File: config.mk
export PLATFORM = sky130hd
export DESIGN_NAME = alu_regfile_ctrl_flat
export DESIGN_NICKNAME = d
export VERILOG_FILES = /design/src/rtl/alu_regfile_ctrl_if.sv /design/src/rtl/alu_regfile_ctrl.sv /design/src/flat_wrapper.sv
export SDC_FILE = /design/constraint.sdc
export NUM_CORES = 1
export LEC_CHECK = 0
export ABC_AREA = 1
export CELL_PAD_IN_SITES_DETAIL_PLACEMENT = 1
export CELL_PAD_IN_SITES_GLOBAL_PLACEMENT = 1
export CORE_UTILIZATION = 41
export CTS_CLUSTER_SIZE = 25
export DETAILED_ROUTE_END_ITERATION = 8
export GPL_TIMING_DRIVEN = 0
export MAX_ROUTING_LAYER = met4
export PLACE_DENSITY = 0.94
export SYNTH_ARGS = -nofsm -noshare
export SYNTH_HDL_FRONTEND = slang
export SYNTH_SLANG_ARGS = --single-unit
File: constraint.sdc
create_clock -name CLK -period 1.85 [get_ports CLK]
set_input_delay 0.37 -clock CLK [delete_from_list [all_inputs] [get_ports CLK]]
set_output_delay 0.37 -clock CLK [all_outputs]
set_load 0.01 [all_outputs]
File: src/rtl/alu_regfile_ctrl_if.sv
// ============================================================================
// Module   : alu_regfile_ctrl_if
// Brief    : Instruction handshake, ALU operand/result and data-out bundle.
// Revision : 1.0
// ============================================================================
`default_nettype none

interface alu_regfile_ctrl_if #(
    parameter int WIDTH = 8
);
    logic             InstValid;
    logic             InstReady;
    logic [7:0]       Inst;
    logic [WIDTH-1:0] NumA;
    logic [WIDTH-1:0] NumB;
    logic             ALUOP;
    logic [WIDTH-1:0] Result;
    logic [WIDTH-1:0] DataOut;
    logic             DataOutValid;

    // Instruction source plus the downstream ALU that closes the Result loop
    modport master (
        output InstValid, Inst, Result,
        input  InstReady, NumA, NumB, ALUOP, DataOut, DataOutValid
    );

    modport slave (
        input  InstValid, Inst, Result,
        output InstReady, NumA, NumB, ALUOP, DataOut, DataOutValid
    );
endinterface

`default_nettype wire

File: src/rtl/alu_regfile_ctrl.sv
// ============================================================================
// Module   : alu_regfile_ctrl
// Brief    : Operand/writeback controller with 4-entry register file feeding
//            an external combinational adder ALU.
// Revision : 1.0
// ============================================================================
`default_nettype none

module alu_regfile_ctrl #(
    parameter int WIDTH      = 8,
    parameter bit IMM_SIGNED = 1'b1
) (
    input  wire logic          CLK,
    input  wire logic          RESET,
    alu_regfile_ctrl_if.slave  bus
);

    typedef enum logic [1:0] {
        S_IDLE = 2'd0,
        S_EXEC = 2'd1,
        S_WB   = 2'd2
    } state_t;

    localparam logic [1:0] OP_ADD   = 2'b00;
    localparam logic [1:0] OP_LOADI = 2'b01;
    localparam logic [1:0] OP_NOP   = 2'b10;

    state_t           r_state;
    logic [WIDTH-1:0] r_regs [4];
    logic [WIDTH-1:0] r_num_a;
    logic [WIDTH-1:0] r_num_b;
    logic [WIDTH-1:0] r_result;
    logic [WIDTH-1:0] r_dout;
    logic             r_dout_valid;
    logic [1:0]       r_rd;
    logic             r_wr_en;
    logic [WIDTH-1:0] w_imm;

    generate
        if (IMM_SIGNED) begin : g_imm_sext
            assign w_imm = {{(WIDTH-4){bus.Inst[3]}}, bus.Inst[3:0]};
        end else begin : g_imm_zext
            assign w_imm = {{(WIDTH-4){1'b0}}, bus.Inst[3:0]};
        end
    endgenerate

    always_ff @(posedge CLK) begin
        if (RESET) begin
            r_state      <= S_IDLE;
            r_regs       <= '{default: '0};
            r_num_a      <= '0;
            r_num_b      <= '0;
            r_result     <= '0;
            r_dout       <= '0;
            r_dout_valid <= 1'b0;
            r_rd         <= 2'd0;
            r_wr_en      <= 1'b0;
        end else begin
            r_dout_valid <= 1'b0;
            unique case (r_state)
                S_IDLE: begin
                    if (bus.InstValid) begin
                        r_rd <= bus.Inst[5:4];
                        case (bus.Inst[7:6])
                            OP_ADD: begin
                                // Operands captured now, so rd==rs/rt sees the old value
                                r_num_a <= r_regs[bus.Inst[3:2]];
                                r_num_b <= r_regs[bus.Inst[1:0]];
                                r_wr_en <= 1'b1;
                                r_state <= S_EXEC;
                            end
                            OP_LOADI: begin
                                r_result <= w_imm;
                                r_wr_en  <= 1'b1;
                                r_state  <= S_WB;
                            end
                            OP_NOP: begin
                                r_wr_en <= 1'b0;
                                r_state <= S_WB;
                            end
                            default: begin
                                r_dout       <= r_regs[bus.Inst[3:2]];
                                r_dout_valid <= 1'b1;
                                r_wr_en      <= 1'b0;
                                r_state      <= S_WB;
                            end
                        endcase
                    end
                end
                S_EXEC: begin
                    r_result <= bus.Result;
                    r_state  <= S_WB;
                end
                S_WB: begin
                    if (r_wr_en) begin
                        r_regs[r_rd] <= r_result;
                    end
                    r_state <= S_IDLE;
                end
                default: r_state <= S_IDLE;
            endcase
        end
    end

    assign bus.InstReady    = (r_state == S_IDLE) && !RESET;
    assign bus.NumA         = r_num_a;
    assign bus.NumB         = r_num_b;
    assign bus.ALUOP        = 1'b0;
    assign bus.DataOut      = r_dout;
    assign bus.DataOutValid = r_dout_valid;

endmodule

`default_nettype wire
File: src/flat_wrapper.sv
// flat-port wrapper written by rule: the top's interface ports become plain ports
module alu_regfile_ctrl_flat 
#(
    parameter int WIDTH      = 8,
    parameter bit IMM_SIGNED = 1'b1
)
  (CLK, RESET, bus_InstValid, bus_Inst, bus_Result, bus_InstReady, bus_NumA, bus_NumB, bus_ALUOP, bus_DataOut, bus_DataOutValid);
  alu_regfile_ctrl_if #(.WIDTH(WIDTH)) bus_i ();
  input  wire logic CLK;
  input  wire logic RESET;
  input wire logic [$bits(bus_i.InstValid)-1:0] bus_InstValid;
  input wire logic [$bits(bus_i.Inst)-1:0] bus_Inst;
  input wire logic [$bits(bus_i.Result)-1:0] bus_Result;
  output wire logic [$bits(bus_i.InstReady)-1:0] bus_InstReady;
  output wire logic [$bits(bus_i.NumA)-1:0] bus_NumA;
  output wire logic [$bits(bus_i.NumB)-1:0] bus_NumB;
  output wire logic [$bits(bus_i.ALUOP)-1:0] bus_ALUOP;
  output wire logic [$bits(bus_i.DataOut)-1:0] bus_DataOut;
  output wire logic [$bits(bus_i.DataOutValid)-1:0] bus_DataOutValid;
  assign bus_i.InstValid = bus_InstValid;
  assign bus_i.Inst = bus_Inst;
  assign bus_i.Result = bus_Result;
  assign bus_InstReady = bus_i.InstReady;
  assign bus_NumA = bus_i.NumA;
  assign bus_NumB = bus_i.NumB;
  assign bus_ALUOP = bus_i.ALUOP;
  assign bus_DataOut = bus_i.DataOut;
  assign bus_DataOutValid = bus_i.DataOutValid;
  alu_regfile_ctrl #(.WIDTH(WIDTH), .IMM_SIGNED(IMM_SIGNED)) u_core (.CLK(CLK), .RESET(RESET), .bus(bus_i));
endmodule
== After elaboration in Yosys (flattened, before gate mapping) ==
Index checks and enable logic that the tools add are counted.
Cells by class
  add/subtract/negate cells: 0
  multiply operators: 0
  div/mod/pow operators: 0
  $lt $le $gt $ge: 4
  equality and inequality tests: 6
  shift operators: 0
  mux-type cells: 17
  bitwise operators: 6
  reduce and logical (&&, ||, !) cells: 14
Operator list (count)
  $mux 8: 7
  $bmux 8 s2: 2
  $bwmux 32: 1
  $demux 8 s2: 1
  $pmux 8 s2: 1
  $ge 3x3->1 const B: 3
  $not 2->3: 3
  $reduce_and 3->1: 3
  $reduce_or 3->1: 2
  $eq 2x1->1 const B: 2
  $eq 2x2->1 const B: 2
  $logic_not 2->1: 2
  $mux 2: 2
  $ne 2x2->1 const B: 2
  $pmux 2 s2: 1
  $reduce_and 2->1: 2
  $lt 3x1->1 const B: 1
  $not 1->1: 3
  $logic_and 1x1->1: 2
  $mux 1: 2
  $reduce_bool 2->1: 1
  $reduce_or 2->1: 1
  $logic_not 1->1: 1
Word-level totals
  flip-flop bits (word level): 70
  latch bits: 0
  bits in writable memories: 0
  bits in read-only memories: 0
  input bits: 19
  output and inout port bits: 27
  word-level logic and storage cells: 59
  memories: 0

== Logic depth before layout (Yosys ltp) ==
  depth after elaboration: 6
  depth in mapped cells: 8

== Least setup slack after synthesis ==
OpenSTA, ideal clock, no wires.
  kind: input to register
  from: in bus_Inst[2]
  to: reg u_core.r_num_a[6], in the netlist u_core.bus.NumA[6]
  setup time: 0.112 ns
  arrival time: 1.134 ns
  required time: 1.738 ns
  path slack: 0.604 ns
  stages: 8
  buffers on the path: 2
  cells stage by stage: buf_2 > inv_1 > buf_2 > nand2_1 > nand3_1 > nand2_1 > nor2_1 > nor2_1
On the way
  word-level cells in the longest chain between the ends: 4
Ends and longest elaborated chain
  start: declaration: RTL line flat_wrapper.sv:12  | input wire logic [$bits(bus_i.Inst)-1:0] bus_Inst;
  $not 2->3 (implied by the code): RTL line alu_regfile_ctrl.sv:67  | r_num_a <= r_regs[bus.Inst[3:2]];
  $bmux 8 s2: RTL line alu_regfile_ctrl.sv:67
  $mux 8 (implied by the code) (2 in a row): RTL line alu_regfile_ctrl.sv:67
  end signal: assignment: RTL line alu_regfile_ctrl.sv:67
  end: declaration: RTL line alu_regfile_ctrl.sv:30  | logic [WIDTH-1:0] r_num_a;
No other way between the ends. The select of a mux whose other input is x is not followed.
A chain may end at the register's enable or synchronous reset.

== Worst setup path in the final report ==
  from: reg u_core.r_state[0]
  to: out bus_InstReady
On the way
  word-level cells in the longest chain between the ends: 2
Ends and longest elaborated chain
  start: declaration: RTL line alu_regfile_ctrl.sv:28  | state_t r_state;
  start signal: assignment: RTL line alu_regfile_ctrl.sv:49  | r_state <= S_IDLE;
  start signal: assignment: RTL line alu_regfile_ctrl.sv:70  | r_state <= S_EXEC;
  start signal: assignment: RTL line alu_regfile_ctrl.sv:75  | r_state <= S_WB;
  $logic_not 2->1: RTL line alu_regfile_ctrl.sv:105  | assign bus.InstReady = (r_state == S_IDLE) && !RESET;
  $logic_and 1x1->1: RTL line alu_regfile_ctrl.sv:105
  end: declaration: RTL line flat_wrapper.sv:14  | output wire logic [$bits(bus_i.InstReady)-1:0] bus_InstReady;
No other way between the ends.

==> results_dict.tcl <==
set metrics [dict create \
    fin_crit_ns 1.746 \
    dieArea_um2 8631 \
    cp-startpoint "u_core.r_state[0]" \
    io_pins 46 \
    required_ns 1.48 \
    status "completed" \
    synth_compound_area_share_pct 6.647 \
    core_um2 7848 \
    synth_top_family_by_area "simple AND/OR/NAND/NOR gates" \
    cts_tree "done" \
    yosys-top-cells-area "dfxtp_1 41%, nand2_1 20%, nand3_1 11%" \
    maxCapViolCount 0 \
    vias_per_cell 5.051 \
    setup.worst_path.end_class "output pin" \
    min_period_over_period_pct 94.39 \
    grt_pass1_vias 3526 \
    yosys.area.top_type "dfxtp_1" \
    num_antenna_cells 0 \
    start_util_pct 43.18 \
    fin_nets 614 \
    syn_area_per_cell_um2 6.228 \
    synth_xor_area_share_pct 0 \
    leakagePower_nw 1.863 \
    worst-setup-path-type "flop to output pin" \
    netlist_area_um2 3388 \
    min_from "u_core.r_regs[22]" \
    ir_drop_uv 408.3 \
    synth-seq-cells 70 \
    cts_buffers 9 \
    clock_path_buffers 2 \
    via_count 3546 \
    power.density_nw_per_um2 795.1 \
    drive_above_1_share_pct 6.167 \
    finalSetupTns_ns 0 \
    synth_fp_nets 563 \
    rows 32 \
    cp-start-kind "flop" \
    grt_pass1_wl_mm 17.22 \
    syn_to_final_growth_pct 21.90 \
    tightest_slew_ns 0.5633 \
    max_freq_mhz 572.7 \
    finalSetupViolCount 0 \
    skew_ns 0.005886 \
    io_buffer_count 40 \
    grt_start_max_net_pins 12 \
    dp_slack_ns -0.3557 \
    die_h_um 92.91 \
    route.detailed.drc 0 \
    hold_path.class "flop to flop" \
    synthCells 544 \
    htreeDepth 3 \
    routedWlPerCell_um 14.75 \
    r2r-start "u_core.r_state[1]" \
    drt-total-wl_mm 10.35 \
    numClockSinks 70 \
    clock_latency_ns 0.35 \
    synth-simple-area-share_pct 40.84 \
    yosysSeqAreaShare_pct 41.36 \
    slew_headroom_pct 62.44 \
    dpl.cell_count 686 \
    dr.first_iter.drc_count 190 \
    place_congestion 0.8868 \
    synth_top_cell_area_share_pct 41.36 \
    die_w_um 92.91 \
    crit_arrival_ns 1.38 \
    yosys-mux-area-fraction_pct 0 \
    overflow 0 \
    ys_warn_count 0 \
    rsz0062_at_grt "false" \
    synthAdderAreaFrac_pct 0 \
    postCtsHoldBufs 0 \
    ys_types 20 \
    drtPass1Iterations 4 \
    antenna_found_initial 0 \
    track_usage_pct 26.85 \
    cts-root-buf "clkbuf_8" \
    slew_violations 0 \
    critPathMaxFanout 10 \
    hold_viol 0 \
    clk_pin_slew_ns 0.07 \
    holdWs_ns 0.4662 \
    layout_setup_ws_ns 0.1037 \
    final_cells 702 \
    place_hpwl_mm 7.950 \
    ant_nets 0 \
]
## final cells by class
| type | count | area, um2 |
|---|---|---|
| Buffer | 24 | 126.4 |
| Tap cell | 102 | 127.6 |
| Clock buffer | 13 | 158.9 |
| Sequential cell | 70 | 1401 |
| Inverter | 68 | 255.2 |
| Timing Repair Buffer | 40 | 400.4 |
| Clock inverter | 3 | 42.54 |
| Multi-Input combinational cell | 382 | 1618 |
| Fill cell | 1080 | 3717 |
## per-layer routing
layer	wire length, um	part of all wire (%)	GRT usage, %	up-vias
met2	5047	49	45.71	87
met4	377	3.6	13.72	0
met1	4604	44	30.82	1657
li1	-	-	-	1778
met3	322	3.1	3.530	24
met5	0	0	-	-
## per-stage QoR
step / util (%) / area (um2) / total power, mW
6_report: 52.63 / 4130 / 3.284
5_1_grt: 52.63 / 4130 / 3.430
4_1_cts: 52.55 / 4124 / 3.295
3_5_place_dp: 49.90 / 3916 / 2.045
3_3_place_gp: 49.90 / 3916 / 2.021
2_1_floorplan: - / 3388 / 1.861
## placed cells by master, fill, tap and decap left out, drive strengths merged
master and count:
clkinvlp 1, clkdlybuf4s50 39, nor3 2, dfxtp 70
or2 1, inv 68, clkinv 1, clkbuf 24
a21oi 35, nor2 76, nand3 73, clkdlybuf4s15 1
nand4 1, o21ai 10, nand2 183, buf 13
bufinv 1, conb 1
## critical path: stages, from the launching register on
cell and delay [ns]:
dfxtp_1 0.47, clkbuf_4 0.26, nor3_2 0.05, clkdlybuf4s15_1 0.23
## what timing repair did
item                       4_1_cts  5_1_grt
setup buffers                    0        0
pin swaps                        0        0
setup endpoints to repair        1        1
hold endpoints to repair         0        0
resized for setup                5        2
## report_power, final
part	internal, mW	switching [mW]	leakage [nW]	total (mW)
logic	0.167	0.259	1.20	0.426
clock network	0.695	0.575	0.0996	1.27
registers	1.55	0.0389	0.568	1.59
## sequential cells by signal, indices dropped and copies added, names as in the netlist
register / count
u_core.bus.NumB: 8
u_core.bus.NumA: 8
u_core.bus.DataOutValid: 1
u_core.r_wr_en: 1
u_core.r_rd: 2
u_core.r_result: 8
u_core.bus.DataOut: 8
u_core.r_regs: 32
u_core.r_state: 2
## cells in the mapped netlist
master	count
a21oi_1	35
buf_1	2
buf_2	8
buf_4	1
buf_6	2
clkbuf_1	11
conb_1	1
dfxtp_1	70
inv_1	66
inv_2	2
nand2_1	182
nand2_2	1
nand3_1	73
nand4_2	1
nor2_1	72
nor2_2	3
nor2_4	1
nor3_1	2
o21ai_0	10
or2_2	1
## path summary, 6_finish.rpt
path | depth (start not counted) | slack, ns | to
setup / recovery | 3 | 0.10 | bus_InstReady
hold / removal | 2 | 0.47 | u_core.r_regs[22]
setup reg to reg | 5 | 0.23 | u_core.bus.NumB[4]
hold reg to reg | 2 | 0.47 | u_core.r_regs[22]
## kinds of logic (layout without fill, tap and decap cells)
| family | Yosys count | after routing |
|---|---|---|
| AO/OA/AOI/OAI | 45 | 45 |
| buffers and inverters | 92 | 148 |
| flip-flops | 70 | 70 |
| AND/OR/NAND/NOR | 336 | 336 |
| other | 1 | 1 |
Note: power is estimated with default switching activity, not from simulation.
==> RTL edit 1, RTL diff (same settings) <==
`WIDTH` is set to 8 in 3 places; all go to 6.
--- a/src/rtl/alu_regfile_ctrl_if.sv
+++ b/src/rtl/alu_regfile_ctrl_if.sv
@@ -8,3 +8,3 @@
 interface alu_regfile_ctrl_if #(
-    parameter int WIDTH = 8
+    parameter int WIDTH = 6
 );
--- a/src/rtl/alu_regfile_ctrl.sv
+++ b/src/rtl/alu_regfile_ctrl.sv
@@ -9,3 +9,3 @@
 module alu_regfile_ctrl #(
-    parameter int WIDTH      = 8,
+    parameter int WIDTH      = 6,
     parameter bit IMM_SIGNED = 1'b1
--- a/src/flat_wrapper.sv
+++ b/src/flat_wrapper.sv
@@ -3,3 +3,3 @@
 #(
-    parameter int WIDTH      = 8,
+    parameter int WIDTH      = 6,
     parameter bit IMM_SIGNED = 1'b1
Interface: changed (resized bus_DataOut, bus_NumA, bus_NumB and bus_Result); port bits go from 46 to 38. The function was not compared with the original's and may differ.
==> RTL edit 1 against the unedited design <==
Register-to-register slack gained 0.14 ns. Sequential cell count down 16. Sequential share of layout area increased by 0.49 points. Sequential power is 23% lower. Count of clock-buffer cells in the layout fell by 8. Setup slack improved by 0.052 ns. Wire length fell by 25%. Area after synthesis decreased by 23%. First-iteration DRC count down 12%. Highest routed layer unchanged. Core utilization down 0.51 points. Cell area is 24% lower. Largest cell class unchanged. Total power fell by 31%.
==> RTL edit 1: results (changes against the unedited design) <==
* Synth cell types at 16 (was 20)
* Slew headroom at 60.9% (was 62.4%)
* Syn_nets at 440 (was 563)
* Hold crit path type: reg -> reg (unchanged)
* Crit-path max cell delay at 0.58 ns (was 0.47 ns)
* All-Layer GR Usage at 26.2% (was 26.8%)
* Synth cell count leaders: nand2_1, nor2_1, dfxtp_1, inv_1, nand3_1 (was nand2_1, nand3_1, nor2_1)
* Post-cts hold buffer count at 0 (unchanged)
* Final HPWL DP at 6.06 mm (was 7.95 mm)
* Vias in the first global route at 2634 (was 3526)
* Syn. warnings at 0 (unchanged)
* Worst-path clk slew at 0.11 ns (was 0.07 ns)
* Met1 wire length at 3.45 mm (was 4.60 mm)
* Final WL at 7.82 mm (was 10.4 mm)
* Peak supply drop at 0.299 mV (was 0.408 mV)
* Max reg flops at 24 (was 32)
* Cell leakage power at 1.44 nW (was 1.86 nW)
* Initial detailed-routing violation count at 168 (was 190)
* Post-synthesis sequential area ratio at 41.4% (about the same)
* Post-CTS Setup Inserts at 0 (unchanged)
* First-pass GRT wire length at 12.8 mm (was 17.2 mm)
* R2r worst-path depth at 5 (unchanged)
* Top FF cell, synth: dfxtp_1 (unchanged)
* Max Root-Sink Buffers at 2 (unchanged)
* H-tree levels at 2 (was 3)
* Met2 WL post-DR at 3.89 mm (was 5.05 mm)
* Status: completed (unchanged)
* Share of post-route cells with drive strength above 1 at 5.81% (was 6.17%)
* Top Metal Used: met4 (unchanged)
* Gpl congestion at 0.853 (was 0.887)
* Crit path max fanout at 10 (unchanged)
* CP max stage cell: clkdlybuf4s50_1 (was dfxtp_1)
* Num CTS Buffers at 5 (was 9)
* Met3 Routed Length at 271 µm (was 322 µm)
* Drt via density at 5.14 (was 5.05)
* Layout net count at 481 (was 614)
* PortBufs at 34 (was 40)
* Delay-heaviest family, CP: buffers and inverters (unchanged)
* Skew final at 0.00839 ns (was 0.00589 ns)
* Worst skew pair latency at 0.32 ns (was 0.35 ns)
* Main area contributors after synthesis: dfxtp_1, nand2_1, nand3_1, nor2_1, inv_1 (unchanged)
* Largest net degree at the start of global routing at 19 (was 12)
* DR pass1 iterations at 4 (unchanged)
-- RTL edit 1: timing repair --
item	CTS	global route
endpoints found under the hold margin	0	0
setup endpoints to repair	1	1
gates resized for setup	3	3
-- RTL edit 1: cell families after synthesis --
| group | count (synthesis) | share of synthesized area [%] |
|---|---|---|
| AOI/OAI and AO/OA | 35 | 6.70 |
| buffers and inverters | 73 | 11.2 |
| DFF | 54 | 41.4 |
| other | 1 | 0.143 |
| and+or+nand+nor | 260 | 40.5 |
-- RTL edit 1: cell type report --
cell class	instances	area, µm²
timing repair buffer	34	335
clock inverter	3	25.0
fill	846	2890
inverter	54	203
tap	75	93.8
multi-input combinational	296	1240
buffer	19	95.1
clock buffer	5	68.8
sequential	54	1080
-- RTL edit 1: final timing paths --
| check | to | slack, ns | from |
|---|---|---|---|
| max reg2reg | u_core.r_regs[14]$_SDFFE_PP0P_ | 0.37 | u_core.r_rd[0]$_SDFFE_PP0P_ |
| max | u_core.bus.NumB[3]$_SDFFE_PP0P_ | 0.16 | bus_Inst[0] |
| min | u_core.r_regs[16]$_SDFFE_PP0P_ | 0.47 | u_core.r_regs[16]$_SDFFE_PP0P_ |
| min reg2reg | u_core.r_regs[16]$_SDFFE_PP0P_ | 0.47 | u_core.r_regs[16]$_SDFFE_PP0P_ |
-- RTL edit 1: power by group --
part | switching (W) | internal [W] | total (W) | leakage [nW]
clock | 0.000422 | 0.000274 | 0.000697 | 0.0447
sequential | 0.0000278 | 0.00120 | 0.00122 | 0.438
combinational | 0.000198 | 0.000135 | 0.000333 | 0.957
-- RTL edit 1: layer usage --
metal,global-route usage (%),vias up
met1,31.4,1307
met5,-,-
met4,9.47,0
met3,3.67,20
met2,44.5,69
li1,-,1377
-- RTL edit 1: worst min-delay path: cells and delay by family (launching register included) --
family | cells | cell delay [ns]
DFF | 1 | 0.32
AOI/OAI and AO/OA | 1 | 0.05
and+or+nand+nor | 1 | 0.06
-- RTL edit 1: metrics by stage --
step / area, µm² / worst slack [ns] / std cells / hold WS, ns / utilization [%]
floorplan: 2610 / 0.662 / 423 / 0.441 / -
global placement: 3050 / -0.378 / 532 / 0.450 / 50.6
detailed placement: 3050 / -0.377 / 532 / 0.457 / 50.6
CTS: 3140 / 0.0292 / 540 / 0.473 / 52.2
global route: 3140 / 0.0730 / 540 / 0.495 / 52.1
finish: 3140 / 0.156 / 540 / 0.473 / 52.1
==> RTL edit 2, RTL diff (same flow settings) <==
Without the edit above. Re-encode `state_t` (3 states) as one-hot, 3 bits wide.
--- a/src/rtl/alu_regfile_ctrl.sv
+++ b/src/rtl/alu_regfile_ctrl.sv
@@ -17,6 +17,6 @@
 
-    typedef enum logic [1:0] {
-        S_IDLE = 2'd0,
-        S_EXEC = 2'd1,
-        S_WB   = 2'd2
+    typedef enum logic [2:0] {
+        S_IDLE = 3'b001,
+        S_EXEC = 3'b010,
+        S_WB   = 3'b100
     } state_t;
Function: no difference found for any inputs over 4 cycles, from zero or initial values and one cycle with RESET high; so few cycles prove little.
==> RTL edit 2 against the unedited design <==
Area after synthesis up 1.1%. Total power grew 5.9%. Setup slack better by 0.019 ns. Register-to-register slack got worse by 0.06 ns. Core utilization grew 0.62 points. Cell count down 0.43%. Count of clock-buffer cells in the layout up 1. Cell area rose by 1.7%. Worst hold slack barely moved. Sequential cell count grew 1. Wire length is 8.8% higher.
==> RTL edit 2: results (changes against the unedited design) <==
* Status: completed (unchanged)
* Synth cell count leaders: nand2_1, nor2_1, dfxtp_1 (was nand2_1, nand3_1, nor2_1)
* Gpl congestion at 0.881 (was 0.887)
* Post-synthesis sequential area ratio at 41.5% (was 41.4%)
* Post-CTS Setup Inserts at 1 (was 0)
* Worst path arrival time at 1.36 ns (was 1.38 ns)
* Share of post-route cells with drive strength above 1 at 5.53% (was 6.17%)
* CTS-repair resized insts at 9 (was 5)
* Placed Area at 3970 µm² (was 3920 µm²)
* First-pass GRT wire length at 18.9 mm (was 17.2 mm)
* Vias in the first global route at 3851 (was 3526)
* Skew final at 0.0117 ns (was 0.00589 ns)
* Wire length per cell at 16.1 µm (was 14.7 µm)
* Dpl cells at 682 (was 686)
* All-Layer GR Usage at 29.0% (was 26.8%)
* Main area contributors after synthesis: dfxtp_1, nand2_1, nor2_1, inv_1, a21oi_1 (was dfxtp_1, nand2_1, nand3_1, nor2_1, inv_1)
* Synthesized area per cell at 6.37 µm² (was 6.23 µm²)
* # fillers at 1111 (was 1080)
* Synth cell types at 19 (was 20)
* Initial detailed-routing violation count at 208 (was 190)
* Tmin final at 1.73 ns (was 1.75 ns)
* Syn_nets at 557 (was 563)
* Drt via density at 5.18 (was 5.05)
* Peak supply drop at 0.346 mV (was 0.408 mV)
* Int Power at 0.00249 W (was 0.00241 W)
* PortBufs at 42 (was 40)
* Hold Slack at 0.466 ns (about the same)
* Crit-path max cell delay at 0.43 ns (was 0.47 ns)
* Layout net count at 611 (was 614)
* Slew headroom at 58.4% (was 62.4%)
* CP max stage cell: clkdlybuf4s50_1 (was dfxtp_1)
## RTL edit 2: path summary, 6_finish.rpt
path / end / start
max: bus_InstReady / RESET
min reg2reg: u_core.r_regs[2]$_SDFFE_PP0P_ / u_core.r_regs[2]$_SDFFE_PP0P_
max reg2reg: u_core.r_regs[14]$_SDFFE_PP0P_ / u_core.r_rd[1]$_SDFFE_PP0P_
min: u_core.r_regs[2]$_SDFFE_PP0P_ / u_core.r_regs[2]$_SDFFE_PP0P_
## RTL edit 2: cell type report
type | instances | area (µm²) | share of cell area [%]
Buffer | 26 | 144 | 3.43
Clock buffer | 14 | 163 | 3.87
Clock inverter | 2 | 38.8 | 0.923
Inverter | 68 | 255 | 6.08
Multi-Input combinational cell | 373 | 1630 | 38.7
Sequential cell | 71 | 1420 | 33.9
Tap cell | 102 | 128 | 3.04
Timing Repair Buffer | 43 | 423 | 10.1
## RTL edit 2: per-layer routing
layer  up-vias  share of wire (%)  GRT usage, %
li1       1783                  -             -
met1      1755                 44          33.2
met2        69                 51          50.7
met3        16                3.2          4.80
met4         0                1.2          10.8
met5         -                  0             -
## RTL edit 2: power by group through the flow
stage	sequential, W	clock, W	combinational, W
finish	0.00165	0.00130	0.000532
global route	0.00165	0.00139	0.000592
floorplan	0.00168	0	0.000295
global placement	0.00167	0	0.000488
CTS	0.00164	0.00132	0.000526
detailed placement	0.00168	0	0.000514
## RTL edit 2: logic make-up (layout without fill, tap and decap cells)
kind of cell | after synthesis | in the layout | synth area share (%)
AND/OR/NAND/NOR | 294 | 294 | 34.7
flip-flops | 71 | 71 | 41.5
other | 1 | 1 | 0.110
buffers and inverters | 94 | 153 | 11.1
AO/OA/AOI/OAI | 78 | 78 | 12.6
